### src/rtl/fwd_hazard_if.sv
// Operand-forwarding / load-use hazard bundle between the pipeline registers and fwd_hazard_unit.
// Latency: n/a (wires only).
// Backpressure: n/a; stall requests travel back to the front end on pc_write/ifid_write/idex_flush.
// Ports: master = pipeline side (drives register ids and control, consumes selects/enables);
//        slave  = fwd_hazard_unit.
// Optional: FWD_STALL_CNT_EN adds the stall_count signal and the CNT_W parameter.
interface fwd_hazard_if #(
    parameter int REG_AW = 3
`ifdef FWD_STALL_CNT_EN
    ,
    parameter int CNT_W  = 16
`endif
);
    // ID-stage instruction sources
    logic [REG_AW-1:0] id_rs;
    logic [REG_AW-1:0] id_rt;
    logic              id_rs_used;
    logic              id_rt_used;
    // Producers, youngest first
    logic [REG_AW-1:0] idex_rd;
    logic              idex_reg_write;
    logic              idex_mem_read;
    logic [REG_AW-1:0] exmem_rd;
    logic              exmem_reg_write;
    logic              exmem_mem_read;
    logic [REG_AW-1:0] memwb_rd;
    logic              memwb_reg_write;
    logic              mem_ready;
    // Results
    logic [1:0]        alu_src1;
    logic [1:0]        alu_src2;
    logic              pc_write;
    logic              ifid_write;
    logic              idex_flush;
`ifdef FWD_STALL_CNT_EN
    logic [CNT_W-1:0]  stall_count;
`endif

    modport master (
        output id_rs, id_rt, id_rs_used, id_rt_used,
        output idex_rd, idex_reg_write, idex_mem_read,
        output exmem_rd, exmem_reg_write, exmem_mem_read,
        output memwb_rd, memwb_reg_write, mem_ready,
        input  alu_src1, alu_src2, pc_write, ifid_write, idex_flush
`ifdef FWD_STALL_CNT_EN
        ,
        input  stall_count
`endif
    );

    modport slave (
        input  id_rs, id_rt, id_rs_used, id_rt_used,
        input  idex_rd, idex_reg_write, idex_mem_read,
        input  exmem_rd, exmem_reg_write, exmem_mem_read,
        input  memwb_rd, memwb_reg_write, mem_ready,
        output alu_src1, alu_src2, pc_write, ifid_write, idex_flush
`ifdef FWD_STALL_CNT_EN
        ,
        output stall_count
`endif
    );
endinterface

### src/rtl/fwd_hazard_unit.sv
// Resolves EX operand forwarding in ID and stalls the front end on load-use hazards.
// Latency: ALU selects registered (1 cycle, ID -> EX); pc_write/ifid_write/idex_flush combinational.
// Backpressure: stalls while a load feeding ID is in EX, then until data memory signals mem_ready.
// Ports: clk, rst (async, active-high); hz (fwd_hazard_if.slave) carries ID sources, ID/EX,
//        EX/MEM and MEM/WB destinations/control, mem_ready, and returns alu_src1/2 and enables.
// Optional: FWD_STALL_CNT_EN adds a saturating count of bubble cycles on hz.stall_count.
module fwd_hazard_unit #(
    parameter int REG_AW        = 3,
    parameter int ZERO_REG_HARD = 1,
    parameter int RF_BYPASS     = 1
`ifdef FWD_STALL_CNT_EN
    ,
    parameter int CNT_W         = 16
`endif
) (
    input  logic        clk,
    input  logic        rst,
    fwd_hazard_if.slave hz
);

    // Select encoding seen by the EX-stage muxes. A producer in ID/EX now sits in EX/MEM
    // when the consumer reaches EX, hence the one-stage shift in naming.
    localparam logic [1:0] SEL_RF    = 2'b00;
    localparam logic [1:0] SEL_EXMEM = 2'b10;
    localparam logic [1:0] SEL_MEMWB = 2'b01;
    localparam logic [1:0] SEL_HOLD  = 2'b11;
    // With a write-before-read register file the WB-stage value is already in the RF read.
    localparam logic [1:0] SEL_WB    = (RF_BYPASS != 0) ? SEL_RF : SEL_HOLD;

    typedef enum logic {
        ST_RUN,
        ST_LOAD_WAIT
    } state_t;

    state_t     state_q;
    state_t     state_d;
    logic       stall;
    logic       load_use;
    logic       rs_idex, rs_exmem, rs_memwb;
    logic       rt_idex, rt_exmem, rt_memwb;
    logic [1:0] next_src1;
    logic [1:0] next_src2;
    logic [1:0] alu_src1_q;
    logic [1:0] alu_src2_q;

    function automatic logic hits(input logic [REG_AW-1:0] src, input logic used,
                                  input logic [REG_AW-1:0] rd, input logic wr);
        return used && wr && (rd == src) && !((ZERO_REG_HARD != 0) && (rd == '0));
    endfunction

    // Youngest producer wins.
    function automatic logic [1:0] pick(input logic m_idex, input logic m_exmem, input logic m_memwb);
        if (m_idex)  return SEL_EXMEM;
        if (m_exmem) return SEL_MEMWB;
        if (m_memwb) return SEL_WB;
        return SEL_RF;
    endfunction

    assign rs_idex  = hits(hz.id_rs, hz.id_rs_used, hz.idex_rd,  hz.idex_reg_write);
    assign rs_exmem = hits(hz.id_rs, hz.id_rs_used, hz.exmem_rd, hz.exmem_reg_write);
    assign rs_memwb = hits(hz.id_rs, hz.id_rs_used, hz.memwb_rd, hz.memwb_reg_write);
    assign rt_idex  = hits(hz.id_rt, hz.id_rt_used, hz.idex_rd,  hz.idex_reg_write);
    assign rt_exmem = hits(hz.id_rt, hz.id_rt_used, hz.exmem_rd, hz.exmem_reg_write);
    assign rt_memwb = hits(hz.id_rt, hz.id_rt_used, hz.memwb_rd, hz.memwb_reg_write);

    assign next_src1 = pick(rs_idex, rs_exmem, rs_memwb);
    assign next_src2 = pick(rt_idex, rt_exmem, rt_memwb);

    // Either source hitting the same load yields one hazard, hence one stall sequence.
    assign load_use = hz.idex_mem_read && (rs_idex || rt_idex);

    // State register
    always_ff @(posedge clk or posedge rst) begin
        if (rst) begin
            state_q <= ST_RUN;
        end else begin
            state_q <= state_d;
        end
    end

    // Next state
    always_comb begin
        state_d = state_q;
        case (state_q)
            ST_RUN: begin
                if (load_use) state_d = ST_LOAD_WAIT;
            end
            ST_LOAD_WAIT: begin
                // A squashed load (no longer a read in EX/MEM) drops us straight back into
                // RUN behaviour, which may itself detect a fresh hazard this cycle.
                if (!hz.exmem_mem_read) begin
                    state_d = load_use ? ST_LOAD_WAIT : ST_RUN;
                end else if (hz.mem_ready) begin
                    state_d = ST_RUN;
                end
            end
            default: state_d = ST_RUN;
        endcase
    end

    // Outputs
    always_comb begin
        stall = 1'b0;
        case (state_q)
            ST_RUN:       stall = load_use;
            ST_LOAD_WAIT: stall = hz.exmem_mem_read ? !hz.mem_ready : load_use;
            default:      stall = 1'b0;
        endcase
    end

    assign hz.pc_write   = !stall;
    assign hz.ifid_write = !stall;
    assign hz.idex_flush = stall;

    // A bubble entering EX reads nothing, so its selects go to RF.
    always_ff @(posedge clk or posedge rst) begin
        if (rst) begin
            alu_src1_q <= SEL_RF;
            alu_src2_q <= SEL_RF;
        end else begin
            alu_src1_q <= stall ? SEL_RF : next_src1;
            alu_src2_q <= stall ? SEL_RF : next_src2;
        end
    end

    assign hz.alu_src1 = alu_src1_q;
    assign hz.alu_src2 = alu_src2_q;

`ifdef FWD_STALL_CNT_EN
    logic [CNT_W-1:0] stall_cnt_q;

    always_ff @(posedge clk or posedge rst) begin
        if (rst) begin
            stall_cnt_q <= '0;
        end else if (stall && (stall_cnt_q != '1)) begin
            stall_cnt_q <= stall_cnt_q + {{(CNT_W-1){1'b0}}, 1'b1};
        end
    end

    assign hz.stall_count = stall_cnt_q;
`endif

endmodule

### src/flat_wrapper.sv
// flat-port wrapper written by rule: the top's interface ports become plain ports
module fwd_hazard_unit_flat 
#(
    parameter int REG_AW        = 3,
    parameter int ZERO_REG_HARD = 1,
    parameter int RF_BYPASS     = 1

)
  (clk, rst, hz_id_rs, hz_id_rt, hz_id_rs_used, hz_id_rt_used, hz_idex_rd, hz_idex_reg_write, hz_idex_mem_read, hz_exmem_rd, hz_exmem_reg_write, hz_exmem_mem_read, hz_memwb_rd, hz_memwb_reg_write, hz_mem_ready, hz_alu_src1, hz_alu_src2, hz_pc_write, hz_ifid_write, hz_idex_flush);
  fwd_hazard_if #(.REG_AW(REG_AW)) hz_i ();
  input  logic clk;
  input  logic rst;
  input wire logic [$bits(hz_i.id_rs)-1:0] hz_id_rs;
  input wire logic [$bits(hz_i.id_rt)-1:0] hz_id_rt;
  input wire logic [$bits(hz_i.id_rs_used)-1:0] hz_id_rs_used;
  input wire logic [$bits(hz_i.id_rt_used)-1:0] hz_id_rt_used;
  input wire logic [$bits(hz_i.idex_rd)-1:0] hz_idex_rd;
  input wire logic [$bits(hz_i.idex_reg_write)-1:0] hz_idex_reg_write;
  input wire logic [$bits(hz_i.idex_mem_read)-1:0] hz_idex_mem_read;
  input wire logic [$bits(hz_i.exmem_rd)-1:0] hz_exmem_rd;
  input wire logic [$bits(hz_i.exmem_reg_write)-1:0] hz_exmem_reg_write;
  input wire logic [$bits(hz_i.exmem_mem_read)-1:0] hz_exmem_mem_read;
  input wire logic [$bits(hz_i.memwb_rd)-1:0] hz_memwb_rd;
  input wire logic [$bits(hz_i.memwb_reg_write)-1:0] hz_memwb_reg_write;
  input wire logic [$bits(hz_i.mem_ready)-1:0] hz_mem_ready;
  output wire logic [$bits(hz_i.alu_src1)-1:0] hz_alu_src1;
  output wire logic [$bits(hz_i.alu_src2)-1:0] hz_alu_src2;
  output wire logic [$bits(hz_i.pc_write)-1:0] hz_pc_write;
  output wire logic [$bits(hz_i.ifid_write)-1:0] hz_ifid_write;
  output wire logic [$bits(hz_i.idex_flush)-1:0] hz_idex_flush;
  assign hz_i.id_rs = hz_id_rs;
  assign hz_i.id_rt = hz_id_rt;
  assign hz_i.id_rs_used = hz_id_rs_used;
  assign hz_i.id_rt_used = hz_id_rt_used;
  assign hz_i.idex_rd = hz_idex_rd;
  assign hz_i.idex_reg_write = hz_idex_reg_write;
  assign hz_i.idex_mem_read = hz_idex_mem_read;
  assign hz_i.exmem_rd = hz_exmem_rd;
  assign hz_i.exmem_reg_write = hz_exmem_reg_write;
  assign hz_i.exmem_mem_read = hz_exmem_mem_read;
  assign hz_i.memwb_rd = hz_memwb_rd;
  assign hz_i.memwb_reg_write = hz_memwb_reg_write;
  assign hz_i.mem_ready = hz_mem_ready;
  assign hz_alu_src1 = hz_i.alu_src1;
  assign hz_alu_src2 = hz_i.alu_src2;
  assign hz_pc_write = hz_i.pc_write;
  assign hz_ifid_write = hz_i.ifid_write;
  assign hz_idex_flush = hz_i.idex_flush;
  fwd_hazard_unit #(.REG_AW(REG_AW), .ZERO_REG_HARD(ZERO_REG_HARD), .RF_BYPASS(RF_BYPASS)) u_core (.clk(clk), .rst(rst), .hz(hz_i));
endmodule
### config.mk
export PLATFORM = sky130hd
export DESIGN_NAME = fwd_hazard_unit_flat
export DESIGN_NICKNAME = d
export VERILOG_FILES = /design/src/rtl/fwd_hazard_if.sv /design/src/rtl/fwd_hazard_unit.sv /design/src/flat_wrapper.sv
export SDC_FILE = /design/constraint.sdc
export NUM_CORES = 1
export LEC_CHECK = 0
export ABC_AREA = 1
export CAP_MARGIN = 30
export CORE_AREA = 2 2 39 41
export CTS_CLUSTER_SIZE = 28
export DETAILED_ROUTE_END_ITERATION = 6
export DIE_AREA = 0 0 41 43
export GPL_TIMING_DRIVEN = 0
export PLACE_DENSITY = 0.78
export SYNTH_ARGS = -nofsm -noshare
export SYNTH_HDL_FRONTEND = slang
export SYNTH_SLANG_ARGS = --single-unit
### constraint.sdc
create_clock -name clk -period 2.2 [get_ports clk]
set_input_delay 0.44 -clock clk [delete_from_list [all_inputs] [get_ports clk]]
set_output_delay 0.44 -clock clk [all_outputs]
set_load 0.02 [all_outputs]
==> summary.md <==
| Metric | Value |
|---|---|
| Critical Path AT | `~1.7 ns` |
| Clk buf depth | `2` |
| Slew headroom | `0.8570` |
| Mapped Avg Cell Area | `6.474 um2` |
| Sequential share of power | `0.325` |
| Cell Chain, Critical Path | `clkdlybuf4s50_1 > nand2_1 > or2_2 > nand2_4 > inv_1 > buf_4 > buf_4` |
| Clock Skew | `0.001578 ns` |
| Layout cell share with drive strength beyond 1 | `0.2233` |
| GRT overflow | `0` |
| Die Y | `43 um` |
| Drc violations | `0` |
| Ys Warns | `0` |
| Clk pwr share | `0.356` |
| Vias | `508` |
| Outcome | `finished, final reports clean` |
| First-pass GRT wire length | `1.676 mm` |
| Busiest grt layer | `met2` |
| Worst slew pin tran | `0.2138 ns` |
| Switching share of total power | `0.2710` |
| Final worst slack | `0.1113 ns` |
| Slowest stage delay, CP | `between 0.4 and 0.5 ns` |
| Htree depth | `1` |
| CP startpoint kind | `primary input` |
| CTS clock-pin slew for the worst setup and hold paths | `0.04 ns` |
| Sequential fraction of the synthesis area | `0.2801` |
| Max Cap Viol | `0` |
| Clock Latency Late Sink | `0.24 ns` |
| Buffers and inverters on the worst path | `4` |
| Power Dens Cells | `approximately 370 nW/um2` |
| CTS tree | `done` |
| Number of global-route vias before repair | `457` |
| Non-Filler Instances | `119` |
| # diodes | `0` |
| RSZ-0062 raised after global routing | `false` |
| Syn Inst Count | `69` |
| Net count after synthesis | `94` |
| CP Class | `in2out` |
| Max rail drop VDD | `168.5 uV` |
| Maximum clock frequency | `0.4788 GHz` |
| Hold Buf Count CTS | `0` |
| WL final | `1.046 mm` |
| Synth unique cells | `15` |
| Worst Reg-to-Reg Cells | `7` |
| Largest delay share family, worst path | `buffers and inverters` |
| Num rows | `14` |
| Hold Fails Final Rpt | `0` |
| Worst path depth | `7` |
| GR Layer Usage met2 | `0.2563` |
| FF+latch count, synth | `5` |
| NumNets Final | `129` |
| Share of Yosys cell area claimed by the top area cell type | `0.2801` |
| Number of antenna-violating nets in the routed design | `0` |
| Required @ worst endpoint | `1.76 ns` |
| Worst hold path class | `in2async` |
| Pre-CTS WS | `-0.5289 ns` |
| # setup viols final | `0` |
| Area delta synth->final | `74.51%` |
| CP Capture Type | `primary output` |
| Die Width | `41 um` |
| Initial antenna violation count | `0` |
| Syn Std Cell Area | `roughly 450 um2` |
| Slowest CP cell | `clkdlybuf4s50_1` |
| Drt via density | `4.269` |
| Final Cycle Share | `0.9494` |
| Net Switching | `0.07915 mW` |
| Util after Layout | `0.5633` |
| Inst Count DP | `112` |
| Met3 Usage GRT | `0.01571` |
| CTS Buf Count | `3` |
| Die ar. | `approximately 1800 um2` |
| Global-route usage over all layers | `0.1447` |
| Total core area | `1384 um2` |
| Synth top area cells | `dfrtp_1, nand2_1, xnor2_1` |
| Gate power share | `0.319` |
| Clk sinks | `5` |
| Gpl congestion | `0.7375` |
| Fin crit period | `2.089 ns` |
| Most numerous cell on the critical path | `buf_4` |
| Initial core utilization | `0.3228` |
| DPL Wire Length | `905.4 um` |
| Min Hold Slack | `0.3974 ns` |
| Power Internal | `0.2129 mW` |
| Root Buffer | `clkbuf_4` |
| CP max FO | `3` |
| Post-synth top area cell | `dfrtp_1` |
| Final Max Slew Viols | `0` |
| Leak Pwr | `0.4284 nW` |
| 1st-iter DRT viols | `3` |
| M1 GR Usage | `0.1323` |
| Drt wl/cell | `8.790 um` |
| Port bufs | `27` |
| Largest net degree at the start of global routing | `6` |
| IO Pins | `32` |
| DRT Pass-1 Iters | `2` |
## metrics by stage
stage	power, mW	setup TNS, ns	area, um2
after floorplan	0.1401	0	446.7
after global placement	0.1933	-1.324	737.0
after detailed placement	0.1953	-1.376	737.0
after CTS	0.2986	0	769.5
after global routing	0.3154	0	779.5
final	0.2921	0	779.5
## final timing paths
check | start | to | slack (ns)
max | hz_exmem_mem_read | hz_pc_write | 0.11
max in group asynchronous | rst | u_core.hz.alu_src1[1] | 1.64
min | rst | u_core.hz.alu_src2[0] | 0.40
min reg2reg | u_core.state_q | u_core.hz.alu_src2[1] | 0.61
min in group clk | hz_id_rt_used | u_core.hz.alu_src2[0] | 0.58
max reg2reg | u_core.state_q | u_core.hz.alu_src1[1] | 1.16
## synthesized netlist by cell type (all sizes together)
library cell	count
buf	1
o211ai	1
nor2	15
nand3	6
nand2	22
inv	11
a21oi	1
xnor2	6
or2	1
dfrtp	5
## repair_timing
item	CTS	global route
hold endpoints to repair	0	0
pin swaps	3	3
setup buffers	2	1
setup endpoints to repair	3	3
resized for setup	20	4
## registers in the layout (all words and copies together) (netlist names)
register / count
u_core.hz.alu_src1: 2
u_core.hz.alu_src2: 2
u_core.state_q: 1
## cell type report
class                   instances  area, um2
flip-flops and latches          5      125.1
well taps                      16      20.02
clock buffers                   4      26.28
plain buffers                   1      7.507
multi-input cells              52      276.5
inverters                      11      41.29
repair buffers                 30      282.8
fillers                       165      604.3
## per-layer routing
metal | vias up | wire (um)
li1 | 271 | -
met1 | 206 | 394
met2 | 27 | 531
met3 | 4 | 93
met4 | 0 | 27
met5 | - | 0
## power groups by stage
stage	registers, mW	clock network (mW)	logic [mW]
floorplan	0.0981	0	0.0419
global placement	0.0961	0	0.0972
detailed placement	0.0963	0	0.0991
CTS	0.0949	0.109	0.0949
global route	0.0950	0.116	0.104
finish	0.0949	0.104	0.0933
## cell families after synthesis
group / after synthesis / synth area share
AO/OA/AOI/OAI: 2 / 0.02801
XOR/XNOR: 6 / 0.1176
buffers and inverters: 12 / 0.1093
flip-flops: 5 / 0.2801
AND/OR/NAND/NOR: 44 / 0.4650
## cell usage in the layout (no fill, tap or decap)
master            n
clkbuf_1          1
nor2_2            4
clkbuf_2          1
o211ai_1          1
nand2_4           1
clkdlybuf4s50_1  12
a21oi_2           1
clkdlybuf4s15_2   1
nand2_1          19
xnor2_1           6
buf_4             5
nand2_2           2
dlygate4sd2_1     9
dlymetal6s2s_1    3
nor2_1           11
clkbuf_4          3
nand3_1           4
or2_2             1
inv_2             2
dfrtp_1           5
inv_1             9
nand3_2           2
No activity file was read; power rests on OpenSTA's default activity.
